<file path="config.mk">
export PLATFORM = sky130hd
export DESIGN_NAME = ro_freq_meter
export DESIGN_NICKNAME = d
export VERILOG_FILES = /design/src/rtl/ro_freq_meter.sv
export SDC_FILE = /design/constraint.sdc
export NUM_CORES = 1
export LEC_CHECK = 0
export BUFFER_PORTS_ARGS = -buffer_cell sky130_fd_sc_hd__buf_2
export CELL_PAD_IN_SITES_DETAIL_PLACEMENT = 1
export CELL_PAD_IN_SITES_GLOBAL_PLACEMENT = 1
export CORE_MARGIN = 3
export CORE_UTILIZATION = 40
export CTS_BUF_LIST = sky130_fd_sc_hd__clkbuf_4
export DETAILED_ROUTE_END_ITERATION = 7
export MAX_ROUTING_LAYER = met4
export PLACE_DENSITY_LB_ADDON = 0.1
export SLEW_MARGIN = 20
export SYNTH_ARGS = -nofsm -noshare
export SYNTH_HDL_FRONTEND = slang
export SYNTH_SLANG_ARGS = --single-unit
export TNS_END_PERCENT = 50
</file>
<file path="constraint.sdc">
create_clock -name clk -period 7.11 [get_ports clk]
set_input_delay 0.711 -clock clk [delete_from_list [all_inputs] [get_ports clk]]
set_output_delay 0.711 -clock clk [all_outputs]
set_load 0.1 [all_outputs]
</file>
<file path="src/rtl/ro_freq_meter.sv">
// Ring-oscillator frequency meter: runs the oscillator, lets it settle, counts
// synchronized rising edges over a programmable window and reports the saturating count.
module ro_freq_meter #(
    parameter int COUNT_W       = 24,
    parameter int WIN_W         = 20,
    parameter int SETTLE_CYCLES = 16
) (
    input  logic               clk,
    input  logic               rst_n,
    input  logic               start,
    input  logic               abort,
    input  logic [WIN_W-1:0]   window_len,
    input  logic               ro_out,
    output logic               ro_en,
    output logic               busy,
    output logic               done,
    output logic [COUNT_W-1:0] result,
    output logic               overflow
);

    localparam int TIMER_W = (WIN_W > 8) ? WIN_W : 8;
    localparam logic [COUNT_W-1:0] COUNT_MAX = {COUNT_W{1'b1}};

    typedef enum logic [2:0] {IDLE, SETTLE, COUNT, DRAIN, DONE} stateT;

    stateT              state, nextState;
    logic [TIMER_W-1:0] timer, loadVal;
    logic [WIN_W-1:0]   winLat;
    logic [COUNT_W-1:0] edgeCount;
    logic               ovfCount;
    logic               sync1, sync2, sync3;
    logic               riseDet;
    logic               roEnReg;

    assign riseDet = sync2 & ~sync3;
    assign busy    = (state != IDLE);
    assign done    = (state == DONE);
    assign ro_en   = roEnReg;

    // Phase timer is reloaded on every state change and counts down to zero.
    always_comb begin
        nextState = state;
        loadVal   = '0;
        case (state)
            IDLE:   if (start && !abort) nextState = SETTLE;
            SETTLE: if (timer == '0) nextState = (winLat == '0) ? DRAIN : COUNT;
            COUNT:  if (timer == '0) nextState = DRAIN;
            DRAIN:  if (timer == '0) nextState = DONE;
            DONE:   nextState = IDLE;
            default: nextState = IDLE;
        endcase
        if (abort && state != IDLE) nextState = IDLE;
        case (nextState)
            SETTLE:  loadVal = TIMER_W'(SETTLE_CYCLES - 1);
            COUNT:   loadVal = TIMER_W'(winLat) - TIMER_W'(1);
            DRAIN:   loadVal = TIMER_W'(2);
            default: loadVal = '0;
        endcase
    end

    // ro_en comes from a flop fed by the next state so the enable gate never glitches.
    always_ff @(posedge clk or negedge rst_n) begin
        if (!rst_n) begin
            state   <= IDLE;
            timer   <= '0;
            roEnReg <= 1'b0;
            sync1   <= 1'b0;
            sync2   <= 1'b0;
            sync3   <= 1'b0;
        end else begin
            state   <= nextState;
            roEnReg <= (nextState == SETTLE) || (nextState == COUNT);
            sync1   <= ro_out;
            sync2   <= sync1;
            sync3   <= sync2;
            if (nextState != state) begin
                timer <= loadVal;
            end else if (timer != '0) begin
                timer <= timer - TIMER_W'(1);
            end
        end
    end

    // Results are captured on the way into DONE so they are valid while done is high.
    always_ff @(posedge clk or negedge rst_n) begin
        if (!rst_n) begin
            winLat    <= '0;
            edgeCount <= '0;
            ovfCount  <= 1'b0;
            result    <= '0;
            overflow  <= 1'b0;
        end else begin
            if (state == IDLE && start && !abort) begin
                winLat    <= window_len;
                edgeCount <= '0;
                ovfCount  <= 1'b0;
            end else if (state == COUNT && riseDet) begin
                if (edgeCount == COUNT_MAX) begin
                    ovfCount <= 1'b1;
                end else begin
                    edgeCount <= edgeCount + COUNT_W'(1);
                end
            end
            if (state == DRAIN && nextState == DONE) begin
                result   <= edgeCount;
                overflow <= ovfCount;
            end
        end
    end

endmodule
</file>
Word level (Yosys, flattened, before mapping)

Index checks and enable logic that the tools add are counted.

Word-level logic and storage cells: 61
RAM bits: 0
Memory bits (read-only): 0
Bits in registers: 97
Latch bits: 0
Memories: 0
Output and inout bits: 28

Multipliers: 0
Reductions and logical operators: 18
Div/mod/pow operators: 0
Bitwise operators: 2
Shift-type cells: 0
$lt $le $gt $ge: 0
Multiplexer cells: 16
$add $sub $neg: 3
Equality and inequality tests: 11

Operator list:

| kind                                                 | number |
|---|---|
| two-way mux 24 bit                                   | 3 |
| one-hot mux 20 bit (3 select lines)                  | 1 |
| logical NOT 20 bit                                   | 2 |
| two-way mux 20 bit                                   | 2 |
| subtractor 20 x 1 -> 20 bit (second input constant)  | 2 |
| adder 24 x 1 -> 24 bit (second input constant)       | 1 |
| equality test 24 bit (second input constant)         | 1 |
| nonzero test 20 bit                                  | 1 |
| two-way mux 3 bit                                    | 5 |
| equality test 3 x 2 -> 1 bit (second input constant) | 4 |
| one-hot mux 3 bit (4 select lines)                   | 1 |
| equality test 3 x 1 -> 1 bit (second input constant) | 2 |
| equality test 3 bit (second input constant)          | 2 |
| logical AND 1 bit                                    | 6 |
| nonzero test 2 bit                                   | 3 |
| two-way mux 1 bit                                    | 4 |
| AND reduction 2 bit                                  | 2 |
| logical NOT 3 bit                                    | 1 |
| != test 3 bit                                        | 1 |
| nonzero test 3 bit                                   | 1 |
| != test 2 bit (second input constant)                | 1 |
| bitwise AND 1 bit                                    | 1 |
| logical NOT 1 bit                                    | 1 |
| logical OR 1 bit                                     | 1 |
| NOT 1 bit                                            | 1 |

Depth between registers and ports, before layout

Depth in word-level cells: 8
Gate-level depth with buffers: 9
Gate-level depth less buffers: 8

Worst setup path after synthesis

No wires, ideal clock.

Kind: reg2out
Start: register state[1]
End: output port done
Arrival: 2,683 ps
Cell stages (with the launch flop): 3
Required time: 6,399 ps
Setup slack: 3,716 ps
Cell sequence: dfrtp_1 clkbuf_1 nor3_1

Longest elaborated chain between the ends: 1

Ends and longest elaborated chain:

| item                     | line | RTL |
|---|---|---|
| start: declaration       | 26   | `stateT state, nextState;` |
| start signal: assignment | 71   | `state <= nextState;` |
| equality test 3 bit      | 37   | `assign done = (state == DONE);` |
| end: declaration         | 16   | `output logic done,` |

Every way passes these cells.

Worst setup path in the final report

Start: register timer[4]
End: register timer[1]

Longest elaborated chain between the ends: 7
Elaborated cells on any way between the ends: 14
Classes of those cells: eq/ne (4); mux (7); reduce/logical (3)

Ends and longest elaborated chain:

| item                                                                         | line       | RTL |
|---|---|---|
| start: declaration                                                           | 27         | `logic [TIMER_W-1:0] timer, loadVal;` |
| start signal: assignment                                                     | 77         | `timer <= loadVal;` |
| start signal: assignment                                                     | 79         | `timer <= timer - TIMER_W'(1);` |
| logical NOT 20 bit                                                           | 46, 47, 48 |  |
| two-way mux 3 bit (on tied branches)                                         | 48, 46, 47 |  |
| one-hot mux 3 bit (4 select lines)                                           | 44         | `case (state)` |
| two-way mux 3 bit                                                            | 52         | `if (abort && state != IDLE) nextState = IDLE;` |
| equality test 3 x 2 -> 1 bit or equality test 3 x 1 -> 1 bit (tied branches) | 53         | `case (nextState)` |
| one-hot mux 20 bit (3 select lines)                                          | 53         |  |
| two-way mux 20 bit                                                           | 76         | `if (nextState != state) begin` |

Parallel ways exist; a longest one is shown, timed or not.
A chain may end at the register's enable or synchronous reset.

==> out/results.tsv <==
metric	value	unit
Data arrival, critical path	3660	ps
Core Util, Final	46.26	%
height of the chip	116.6	microns
Setup Fix Bufs, Post-CTS	0	
outcome	completed	
fin crit share	46.15	%
routed vias	3761	
CP cell instances	nor4_2 > nand3_1 > o211ai_2 > o21ai_1 > a21boi_0 > o22a_1	
CP startpoint kind	flop	
register area share after synthesis	49.65	%
# diodes	0	
post-synthesis register bit count	97	
Fill cells	1327	
cts hold-fix bufs	0	
Syn. warnings	0	
P&R area growth vs syn	10.37	%
first-pass GRT wire length	20.46	mm
initial antenna violation count	0	
r2r setup slk	3830	ps
Crit-path slowest cell	o211ai_2	
clock buffer count from CTS	9	
H-tree depth	3	
Top Family by Delay on Critical Path	compound AO/OA/AOI/OAI gates	
Peak VDD IR	0.08254	mV
I/O Buffers	52	
clk buf depth	2	
Max Cap Viol	0	
post-synthesis instance total	484	
slew margin rel.	34.29	%
Vias/cell	5.515	
number of nets still failing antenna checks after routing	0	
Slew Viols, Final	0	
crit end category	flop	
Starting Density	41.92	%
root buffer cell	clkbuf_4	
vias in the first global route	4021	
worst r2r path cells	6	
num rows	39	
f_max	0.3048	GHz
WL per Instance	17.68	microns
Critical Path RT	7490	ps
Overall Global Routing Usage	19.92	%
1st-pass router iterations	4	
Top Ports	53	
Post-synth EDFFs	0	
WS Path Type	reg2reg	
DP HPWL	8.609	mm
CTS resizes	0	
critical path peak fanout	16	
Hold Path Class	in2async	
slowest stage delay, CP	780	ps
FF-to-FF Start	timer[4]	
die area	13580	sq um
drt total wl	12.06	mm
Syn Nets	513	
Clock Sink Count	97	
Setup TNS	0	ps
layout cells sized above 1	19.11	%
final number of hold-violating endpoints	0	
Yosys cell types	50	
Tmin final	3281	ps
gpl congestion	0.8758	
core box area	11660	sq um
RSZ-0062 raised after global routing	no	
WP buf/inv	0	
drt initial violations	176	
Slew @ Worst Pin	982.9	ps
final global-route overflow total	0	
nets@finish	563	
Setup Skew	19.35	ps
clk slew on worst S/H paths	160	ps
final setup fails	0	
leakage	2.495	nW
latest clock arrival within the worst-skew pair	490	ps
Syn Area/Cell	10.10	sq um
Main synth FF type	dfrtp_1	
DRC viols	0	
die width	116.6	microns
Post-synth ARST share	100.0	%
CTS tree	yes	
r2r endpoint	timer[1]	
PwrDens	279.9	nW/um^2
Post-Syn Area	4888	sq um
pin count of the biggest net entering global routing	77	
[cell type report]
type | instances | area, sq um | area share [%]
clock buffer | 9 | 67.56 | 1.252
multi-input combinational | 362 | 2326 | 43.11
sequential | 97 | 2427 | 44.99
clock inverter | 7 | 76.32 | 1.415
timing repair buffer | 55 | 285.3 | 5.288
inverter | 9 | 33.78 | 0.6262
tap | 143 | 178.9 | 3.316
[stage by stage]
step | worst slack (ps) | cell area [sq um] | power, W | hold WS (ps) | instances
6_report | 3829 | 5395 | 0.001510 | 89.48 | 682
5_1_grt | 3580 | 5395 | 0.001614 | 73.03 | 682
4_1_cts | 3853 | 5395 | 0.001525 | 83.25 | 682
3_5_place_dp | 3891 | 5251 | 0.001205 | 350.3 | 666
3_3_place_gp | 3979 | 5251 | 0.001182 | 356.9 | 666
2_1_floorplan | 3716 | 4888 | 0.001075 | 331.2 | 484
[worst register-to-register path: cells and delay by family (launching register included)]
family / cells / cell delay (ps)
AO/OA/AOI/OAI: 4 / 1690
AND/OR/NAND/NOR: 2 / 1050
flip-flops: 1 / 460
[synthesized netlist by cell type, types with 11 or more instances]
master | n | area, sq um
nor2_1 | 48 | 180.2
nand3_1 | 18 | 90.09
xor2_1 | 26 | 227.7
xnor2_1 | 26 | 227.7
o22ai_1 | 13 | 81.33
nand2_1 | 81 | 304.0
mux2_4 | 19 | 285.3
nor3_1 | 18 | 90.09
clkbuf_1 | 12 | 45.04
dfrtp_1 | 97 | 2427
o21ai_0 | 11 | 55.05
nor4_1 | 13 | 81.33
[cell families (layout without fill, tap and decap cells)]
| logic type | Yosys count | after routing | synth area share (%) |
|---|---|---|---|
| compound gates | 54 | 54 | 7.500 |
| xor+xnor | 52 | 52 | 9.317 |
| fa+ha+maj | 4 | 4 | 1.024 |
| buf+inv | 25 | 80 | 2.764 |
| flops | 97 | 97 | 49.65 |
| mux | 28 | 28 | 7.858 |
| simple gates | 224 | 224 | 21.88 |
[placed cells by master (no fill, tap or decap), types with 9 or more instances in the layout]
master	instances
nand3_1	18
o22ai_1	13
mux2_4	19
nand4_1	10
nor4_1	13
dfrtp_1	97
xnor2_1	26
clkbuf_4	9
o21ai_0	11
nor3_1	18
xor2_1	26
inv_1	9
buf_2	51
nor2_1	48
nand2_1	81
[registers in the layout, indices dropped and copies added, names as in the netlist]
name and flops:
edgeCount 24, timer 20, sync1 1, result 24, sync2 1, ovfCount 1, sync3 1, overflow 1
state 3, ro_en 1, winLat 20
[worst max-delay path by stage]
stage | end | slack, ps | from | depth (start not counted)
finish | timer[1] | 3830 | timer[4] | 6
global route | timer[1] | 3580 | timer[0] | 8
CTS | timer[1] | 3850 | timer[4] | 6
detailed placement | timer[1] | 3890 | timer[4] | 6
global placement | timer[1] | 3980 | timer[4] | 6
floorplan | done | 3720 | state[1] | 2
[power breakdown]
| part | switching [W] | internal, W | total (W) |
|---|---|---|---|
| combinational | 0.000284 | 0.000188 | 0.000472 |
| clock | 0.000206 | 0.000110 | 0.000316 |
| sequential | 0.0000968 | 0.000626 | 0.000722 |
[layer usage]
layer	vias to the layer above	global-route usage (%)	wire, microns
li1	1794	-	-
met1	1912	25.19	5507
met5	-	-	0
met2	41	33.18	6058
met3	14	3.420	327
met4	0	5.505	162
Power figures use the tool's default switching activity.
